$ cat src/rtl/pulse_gen.sv
// pulse_gen: turns single-cycle trigger strobes into timed level pulses
// with a guaranteed low gap, queuing early triggers in a saturating counter.
module pulse_gen #(
  parameter int unsigned PULSE_WIDTH = 4,
  parameter int unsigned GAP_WIDTH   = 2,
  parameter int unsigned PENDING_MAX = 7,
  parameter int unsigned CNT_W       = 16
) (
  input  logic             clk,
  input  logic             reset,
  input  logic             trigger,
  input  logic             clearOverflow,
  output logic             pulseOut,
  output logic             busy,
  output logic [7:0]       pending,
  output logic             overflow,
  output logic [CNT_W-1:0] pulseCount
);

  typedef enum logic [1:0] {
    S_IDLE,
    S_HIGH,
    S_GAP
  } state_t;

  localparam logic [7:0] HI_LOAD  = 8'(PULSE_WIDTH - 1);
  localparam logic [7:0] GAP_LOAD = 8'(GAP_WIDTH - 1);
  localparam logic [7:0] PEND_MAX = 8'(PENDING_MAX);

  if (PULSE_WIDTH < 1 || PULSE_WIDTH > 255 ||
      GAP_WIDTH < 1 || GAP_WIDTH > 255 ||
      PENDING_MAX < 1 || PENDING_MAX > 255) begin : g_bad_param
    $error("pulse_gen: parameter out of range");
  end

  state_t           state_q, state_d;
  logic [7:0]       timer_q, timer_d;
  logic [7:0]       pend_q, pend_d;
  logic             ovf_q, ovf_d;
  logic [CNT_W-1:0] cnt_q, cnt_d;
  logic             pulse_q, pulse_d;
  logic             busy_q, busy_d;

  logic at_end;
  logic start;
  logic pop;
  logic queue;
  logic drop;

  always_comb begin
    state_d = state_q;
    timer_d = timer_q;
    pend_d  = pend_q;
    cnt_d   = cnt_q;
    at_end  = (timer_q == 8'd0);
    start   = 1'b0;
    pop     = 1'b0;
    queue   = 1'b0;
    drop    = 1'b0;

    unique case (state_q)
      S_IDLE: begin
        start = trigger;
      end
      S_HIGH: begin
        queue = trigger;
        if (at_end) begin
          state_d = S_GAP;
          timer_d = GAP_LOAD;
        end else begin
          timer_d = timer_q - 8'd1;
        end
      end
      S_GAP: begin
        if (!at_end) begin
          timer_d = timer_q - 8'd1;
          queue   = trigger;
        end else if (pend_q != 8'd0) begin
          pop   = 1'b1;
          start = 1'b1;
          queue = trigger;
        end else if (trigger) begin
          start = 1'b1;
        end else begin
          state_d = S_IDLE;
        end
      end
      default: begin
        state_d = S_IDLE;
        timer_d = 8'd0;
      end
    endcase

    if (start) begin
      state_d = S_HIGH;
      timer_d = HI_LOAD;
      cnt_d   = cnt_q + 1'b1;
    end

    // A push and a pop in the same cycle cancel, so saturation only drops
    // a trigger when nothing leaves the queue.
    drop = queue && !pop && (pend_q == PEND_MAX);
    if (queue && !pop && !drop) begin
      pend_d = pend_q + 8'd1;
    end else if (pop && !queue) begin
      pend_d = pend_q - 8'd1;
    end
  end

  assign ovf_d   = drop | (ovf_q & ~clearOverflow);
  assign pulse_d = (state_d == S_HIGH);
  assign busy_d  = (state_d != S_IDLE) || (pend_d != 8'd0);

  always_ff @(posedge clk or negedge reset) begin
    if (!reset) begin
      state_q <= S_IDLE;
      timer_q <= 8'd0;
      pend_q  <= 8'd0;
      ovf_q   <= 1'b0;
      cnt_q   <= '0;
      pulse_q <= 1'b0;
      busy_q  <= 1'b0;
    end else begin
      state_q <= state_d;
      timer_q <= timer_d;
      pend_q  <= pend_d;
      ovf_q   <= ovf_d;
      cnt_q   <= cnt_d;
      pulse_q <= pulse_d;
      busy_q  <= busy_d;
    end
  end

  assign pulseOut   = pulse_q;
  assign busy       = busy_q;
  assign pending    = pend_q;
  assign overflow   = ovf_q;
  assign pulseCount = cnt_q;

endmodule

$ cat config.mk
export PLATFORM = sky130hd
export DESIGN_NAME = pulse_gen
export DESIGN_NICKNAME = d
export VERILOG_FILES = /design/src/rtl/pulse_gen.sv
export SDC_FILE = /design/constraint.sdc
export NUM_CORES = 1
export LEC_CHECK = 0
export CORE_MARGIN = 1
export CORE_UTILIZATION = 44
export CTS_CLUSTER_DIAMETER = 120
export DETAILED_ROUTE_END_ITERATION = 12
export PLACE_DENSITY = 0.67
export SLEW_MARGIN = 20
export SYNTH_ARGS = -nofsm -noshare
export SYNTH_HDL_FRONTEND = slang
export SYNTH_SLANG_ARGS = --single-unit
$ cat constraint.sdc
create_clock -name clk -period 2.6 [get_ports clk]
set_input_delay 0.78 -clock clk [delete_from_list [all_inputs] [get_ports clk]]
set_output_delay 0.78 -clock clk [all_outputs]
set_load 0.05 [all_outputs]
== After elaboration in Yosys (flattened, before gate mapping) ==
Index checks and enable logic that the tools add are counted.

* Logic and storage cells: 56
* Output and inout bits: 27
* Flip-flop bits (word level): 37
* Bits of input ports: 4

* Bitwise logic cells: 3
* Muxes and demuxes: 22
* Equal/unequal tests: 6
* Add/subtract/negate cells: 4
* Reductions and logical operators: 14

{| class="wikitable"
|+ Operators by type and width
! operator !! count
|-
| $mux W8 || 5
|-
| $pmux W8 S3 || 1
|-
| $add A16 B1 Y16 const B || 1
|-
| $reduce_bool A8 Y1 || 2
|-
| $sub A8 B1 Y8 const B || 2
|-
| $mux W2 || 5
|-
| $add A8 B1 Y8 const B || 1
|-
| $eq A8 B3 Y1 const B || 1
|-
| $logic_not A8 Y1 || 1
|-
| $mux W1 || 8
|-
| $pmux W2 S3 || 1
|-
| $eq A2 B1 Y1 const B || 2
|-
| $logic_and A1 B1 Y1 || 4
|-
| $pmux W1 S2 || 2
|-
| $logic_not A1 Y1 || 3
|-
| $ne A3 B3 Y1 const B || 1
|-
| $eq A2 B2 Y1 const B || 1
|-
| $logic_not A2 Y1 || 1
|-
| $ne A2 B2 Y1 const B || 1
|-
| $reduce_and A2 Y1 || 1
|-
| $reduce_bool A2 Y1 || 1
|-
| $and A1 B1 Y1 || 1
|-
| $logic_or A1 B1 Y1 || 1
|-
| $not A1 Y1 || 1
|-
| $or A1 B1 Y1 || 1
|}

== Depth between registers and ports, before layout ==
* Word-level depth: 12
* Gate-level depth with buffers: 9
* Mapped depth without buffers: 9

== Worst setup path before layout ==
OpenSTA, ideal clock, no wires.

* Path type: register to register
* Start: register pend_q[1] (netlist: pending[1])
* End: register busy_q (netlist: busy)
* Path slack: 0.074 ns
* Data required time: 2.466 ns
* Setup time: 0.134 ns
* Cell stages (with the launch flop): 10
* Arrival: 2.392 ns
* Clock period less this slack: 2.526 ns
* Buffers on the path: 0
* Cells stage by stage: dfrtp_1 inv_1 ha_1 or3b_2 o2111a_2 and2_1 a311oi_1 a21oi_1 nor3_1 nand4b_1

* Longest elaborated chain between the ends: 12

{| class="wikitable"
|+ RTL lines
! what !! line !! text
|-
| start: declaration || 38 || <nowiki>logic [7:0] pend_q, pend_d;</nowiki>
|-
| start signal: assignment || 126 || <nowiki>pend_q <= pend_d;</nowiki>
|-
| $reduce_bool A8 Y1 || 78 || <nowiki>end else if (pend_q != 8'd0) begin</nowiki>
|-
| $mux W1 || 78 ||
|-
| $mux W1 || 75 || <nowiki>if (!at_end) begin</nowiki>
|-
| $mux W1 || 61 || <nowiki>unique case (state_q)</nowiki>
|-
| $logic_not A1 Y1 || 102, 103 ||
|-
| $logic_and A1 B1 Y1 || 102, 103 ||
|-
| $logic_and A1 B1 Y1 || 102 || <nowiki>drop = queue && !pop && (pend_q == PEND_MAX);</nowiki>
|-
| $logic_not A1 Y1 || 103 || <nowiki>if (queue && !pop && !drop) begin</nowiki>
|-
| $logic_and A1 B1 Y1 || 103 ||
|-
| $mux W8 * || 103 ||
|-
| net pend_d[3] || 38 ||
|-
| $reduce_bool A8 Y1 * || 112 || <nowiki>assign busy_d = (state_d != S_IDLE) || (pend_d != 8'd0);</nowiki>
|-
| $logic_or A1 B1 Y1 * || 112 ||
|-
| net busy_d || 42 || <nowiki>logic busy_q, busy_d;</nowiki>
|-
| end signal: assignment || 130 || <nowiki>busy_q <= busy_d;</nowiki>
|-
| end: declaration || 42 ||
|}

The timed path passes the listed nets; every way through them passes the cells marked *.
A chain may end at the register's enable or synchronous reset.

== Final worst setup path ==
* Start: register pend_q[5] (netlist: pending[5])
* End: output port pending[5]

{| class="wikitable"
|+ RTL lines
! what !! line !! text
|-
| end: declaration || 15 || <nowiki>output logic [7:0] pending,</nowiki>
|}

No word-level cell between the ends.

==> impl_results.md <==
* Outcome: complete, no violations
* Largest stage delay, worst path at just over 0.8 ns
* Worst Setup EP: pending[5]
* Sw Pwr at 0.0007469 W
* Fraction of layout cells with a size suffix above 1 at 0.1541
* Critical Path Slowest Stage Cell: clkdlybuf4s50_1
* CP Class: reg -> out
* FMAX at 0.4144 GHz
* Critical Path Start Type: register
* Worst hold-check path type: reg -> reg
* Routed vias/inst at roughly 5.4
* Routed via count at 1718
* Final WL at 4.514 mm
* Slew at the pin closest to its max-slew limit at 0.8523 ns
* Comb power frac at 0.413
* CTS Buffer Depth at 2
* CTS buffer count at 5
* Placeable Area at 4444 um^2
* Initial antenna violation count at 0
* # hold bufs at CTS at 0
* Reg2Reg Setup Slack at ~0.19 ns
* Port Buffer Count at 30
* Cell Chain, Critical Path: buf_4 -> clkdlybuf4s50_1
* Mean Syn Cell Area at 9.692 um^2
* Worst Skew at 0.004355 ns
* Final hold violations at 0
* Count of final setup violators at 0
* Width of the die at 70.50 um
* WL met1 at about 2.3 mm
* Post-synth top flop: dfrtp_1
* Die Ht at 70.50 um
* Initial DRT Pass Iterations at 4
* Post-synth top area cell: dfrtp_1
* Die ar. at 4970 um^2
* Post-layout minimum cycle time at 2.413 ns
* CP Capture Type: output port
* Row count at 24
* Clock network power share at 0.260
* GRT overflow at 0
* Final Max Slew Viols at 0
* Layout Nets at 277
* Crit-path leading delay family: buffers and inverters
* Largest net degree at the start of global routing at 38
* CP Data Arrival Time at 1.63 ns
* RR Startpoint: pending[1]
* Critical Path Start: pending[5]
* Sequential Power Share at 0.327
* Sink Count at 37
* Worst Slack Setup Final at roughly 0.19 ns
* Setup TNS at 0 ns
* First-pass GRT wire length at 7.852 mm
* Slew HR at 0.4313
* DR iter-0 viols at between 80 and 90
* Most common cell after layout, fill and taps aside: dfrtp_1
* CTS clock-pin slew for the worst setup and hold paths at 0.08 ns
* Critical path depth at 2
* Final hold slack at between 0.4 and 0.5 ns
* Fin crit share at 0.9282
* Synth cell types at 53
* Sw frac at 0.3701
* Area growth syn-to-layout at 30.18%
* Ports at 31
* Async S/R FF share, synth at 1.000
* Register-to-Register Path Depth at 9
* Placer Congestion at 0.7868
* Peak VDD IR at 0.8115 mV
* Max H-tree Level at 2
* Post-DP HPWL at approximately 3.3 mm
* Pwr/cell area at ~750 nW/um^2
* Worst slack, placed at around 0.035 ns
* Initial Util at 0.4645
* Post-Syn Area at 2064 um^2
* Post-Synthesis Cells at 213
* Crit Path Max Fanout at 11
* CP required at 1.82 ns
* Critical R2R Capture: busy
* DR WL/cell at 14.19 um
* Number of inserted diodes at 0
* Total GRT Usage at 0.2041
* Tot Pwr at just over 0.002 W
* YS warnings at 0
* RSZ-0062 raised after global routing: no
* Met2 Routed Length at 2.040 mm
* Seq cells post-synth at 37
* Clock Tree Root: clkbuf_8
* Max-cap violations at 0
* Post-synth EDFFs at 0
* Seq/Total Area, Yosys at 0.4485
* Post-route ant nets at 0
* DR DRC count at 0
* Routed met3 length at 112 um
* Fin util at 0.6047
* Clock Latency Late Sink at 0.29 ns
* Clock tree from TritonCTS: done
* Most frequent cells in the layout: 37 x dfrtp_1, 29 x clkdlybuf4s50_1, 23 x nor2_1
* Largest cells by area after synthesis: dfrtp_1 45%, xnor2_1 6.8%, ha_1 4.8%
* Int Pwr at around 0.0013 W
* WP buf/inv at 2
* Top layer in use: met4
* Pleak at 1.159 nW
* Vias in the first global route at 1660
* Post-Syn Nets at 225
* Post-synth top area share at 0.4485
-- cell usage after synthesis (2+ instances only) --
library cell,number
o41ai_1,2
xnor2_1,16
nor2b_1,2
nor2_1,23
clkbuf_1,2
and4bb_2,2
dfrtp_1,37
inv_1,11
nand2b_1,4
nand4_1,3
mux2_2,2
xor2_1,5
o21ai_0,11
nand3_1,2
or3b_2,2
and3_1,7
a211o_1,2
nor3_1,6
a21oi_1,12
o31ai_1,2
ha_1,8
nor3b_1,4
nand2_1,17
nand4b_1,2
-- what timing repair did --
| action | 4_1_cts | 5_1_grt |
|---|---|---|
| buffers inserted | 0 | 1 |
| resized for setup | 0 | 3 |
| endpoints found under the setup margin | 0 | 4 |
-- stage by stage --
| step | cells | instance area (um^2) |
|---|---|---|
| floorplan | 213 | 2064 |
| global placement | 309 | 2542 |
| detailed placement | 309 | 2542 |
| CTS | 317 | 2663 |
| global route | 318 | 2688 |
| finish | 318 | 2688 |
-- sequential cells by signal (all words and copies together), names as in the netlist --
| signal | flops |
|---|---|
| state_q | 2 |
| busy | 1 |
| pulseOut | 1 |
| overflow | 1 |
| pulseCount | 16 |
| pending | 8 |
| timer_q | 8 |
-- area by class of cell --
type	count	area [um^2]
clock buffers	6	82.58
inverters	11	41.29
flip-flops and latches	37	925.9
clock inverters	2	37.54
repair buffers	49	437.9
multi-input cells	161	1097
well taps	52	65.06
fillers	406	1757
-- layer usage --
layer / up-vias / track usage
li1: 860 / -
met4: 0 / 0.07937
met3: 5 / 0.05051
met5: - / 0
met1: 833 / 0.2901
met2: 20 / 0.2999
-- cells by family after synthesis --
kind of cell             synth area share
XOR/XNOR                          0.08909
adder cells (fa/ha/maj)           0.04849
AND/OR/NAND/NOR                    0.2273
multiplexers                      0.01576
AO/OA/AOI/OAI                      0.1424
buffers and inverters             0.02848
flip-flops                         0.4485
-- power by group through the flow --
stage	sequential, W	clock (W)	combinational, W
after global routing	0.000669	0.000562	0.000904
after floorplan	0.000912	0	0.000287
final	0.000660	0.000524	0.000833
after global placement	0.000672	0	0.000831
after CTS	0.000661	0.000544	0.000834
after detailed placement	0.000672	0	0.000827
-- worst min-delay path by stage --
| stage | startpoint | endpoint | slack, ns | depth (start not counted) |
|---|---|---|---|---|
| 2_1_floorplan | reset | busy | 0.48 | 0 |
| 3_3_place_gp | pulseCount[15] | pulseCount[15] | 0.46 | 1 |
| 3_5_place_dp | pulseCount[15] | pulseCount[15] | 0.46 | 1 |
| 4_1_cts | pulseCount[15] | pulseCount[15] | 0.48 | 1 |
| 5_1_grt | pulseCount[15] | pulseCount[15] | 0.50 | 1 |
| 6_report | pulseCount[15] | pulseCount[15] | 0.47 | 1 |
No activity file was read; power rests on OpenSTA's default activity.
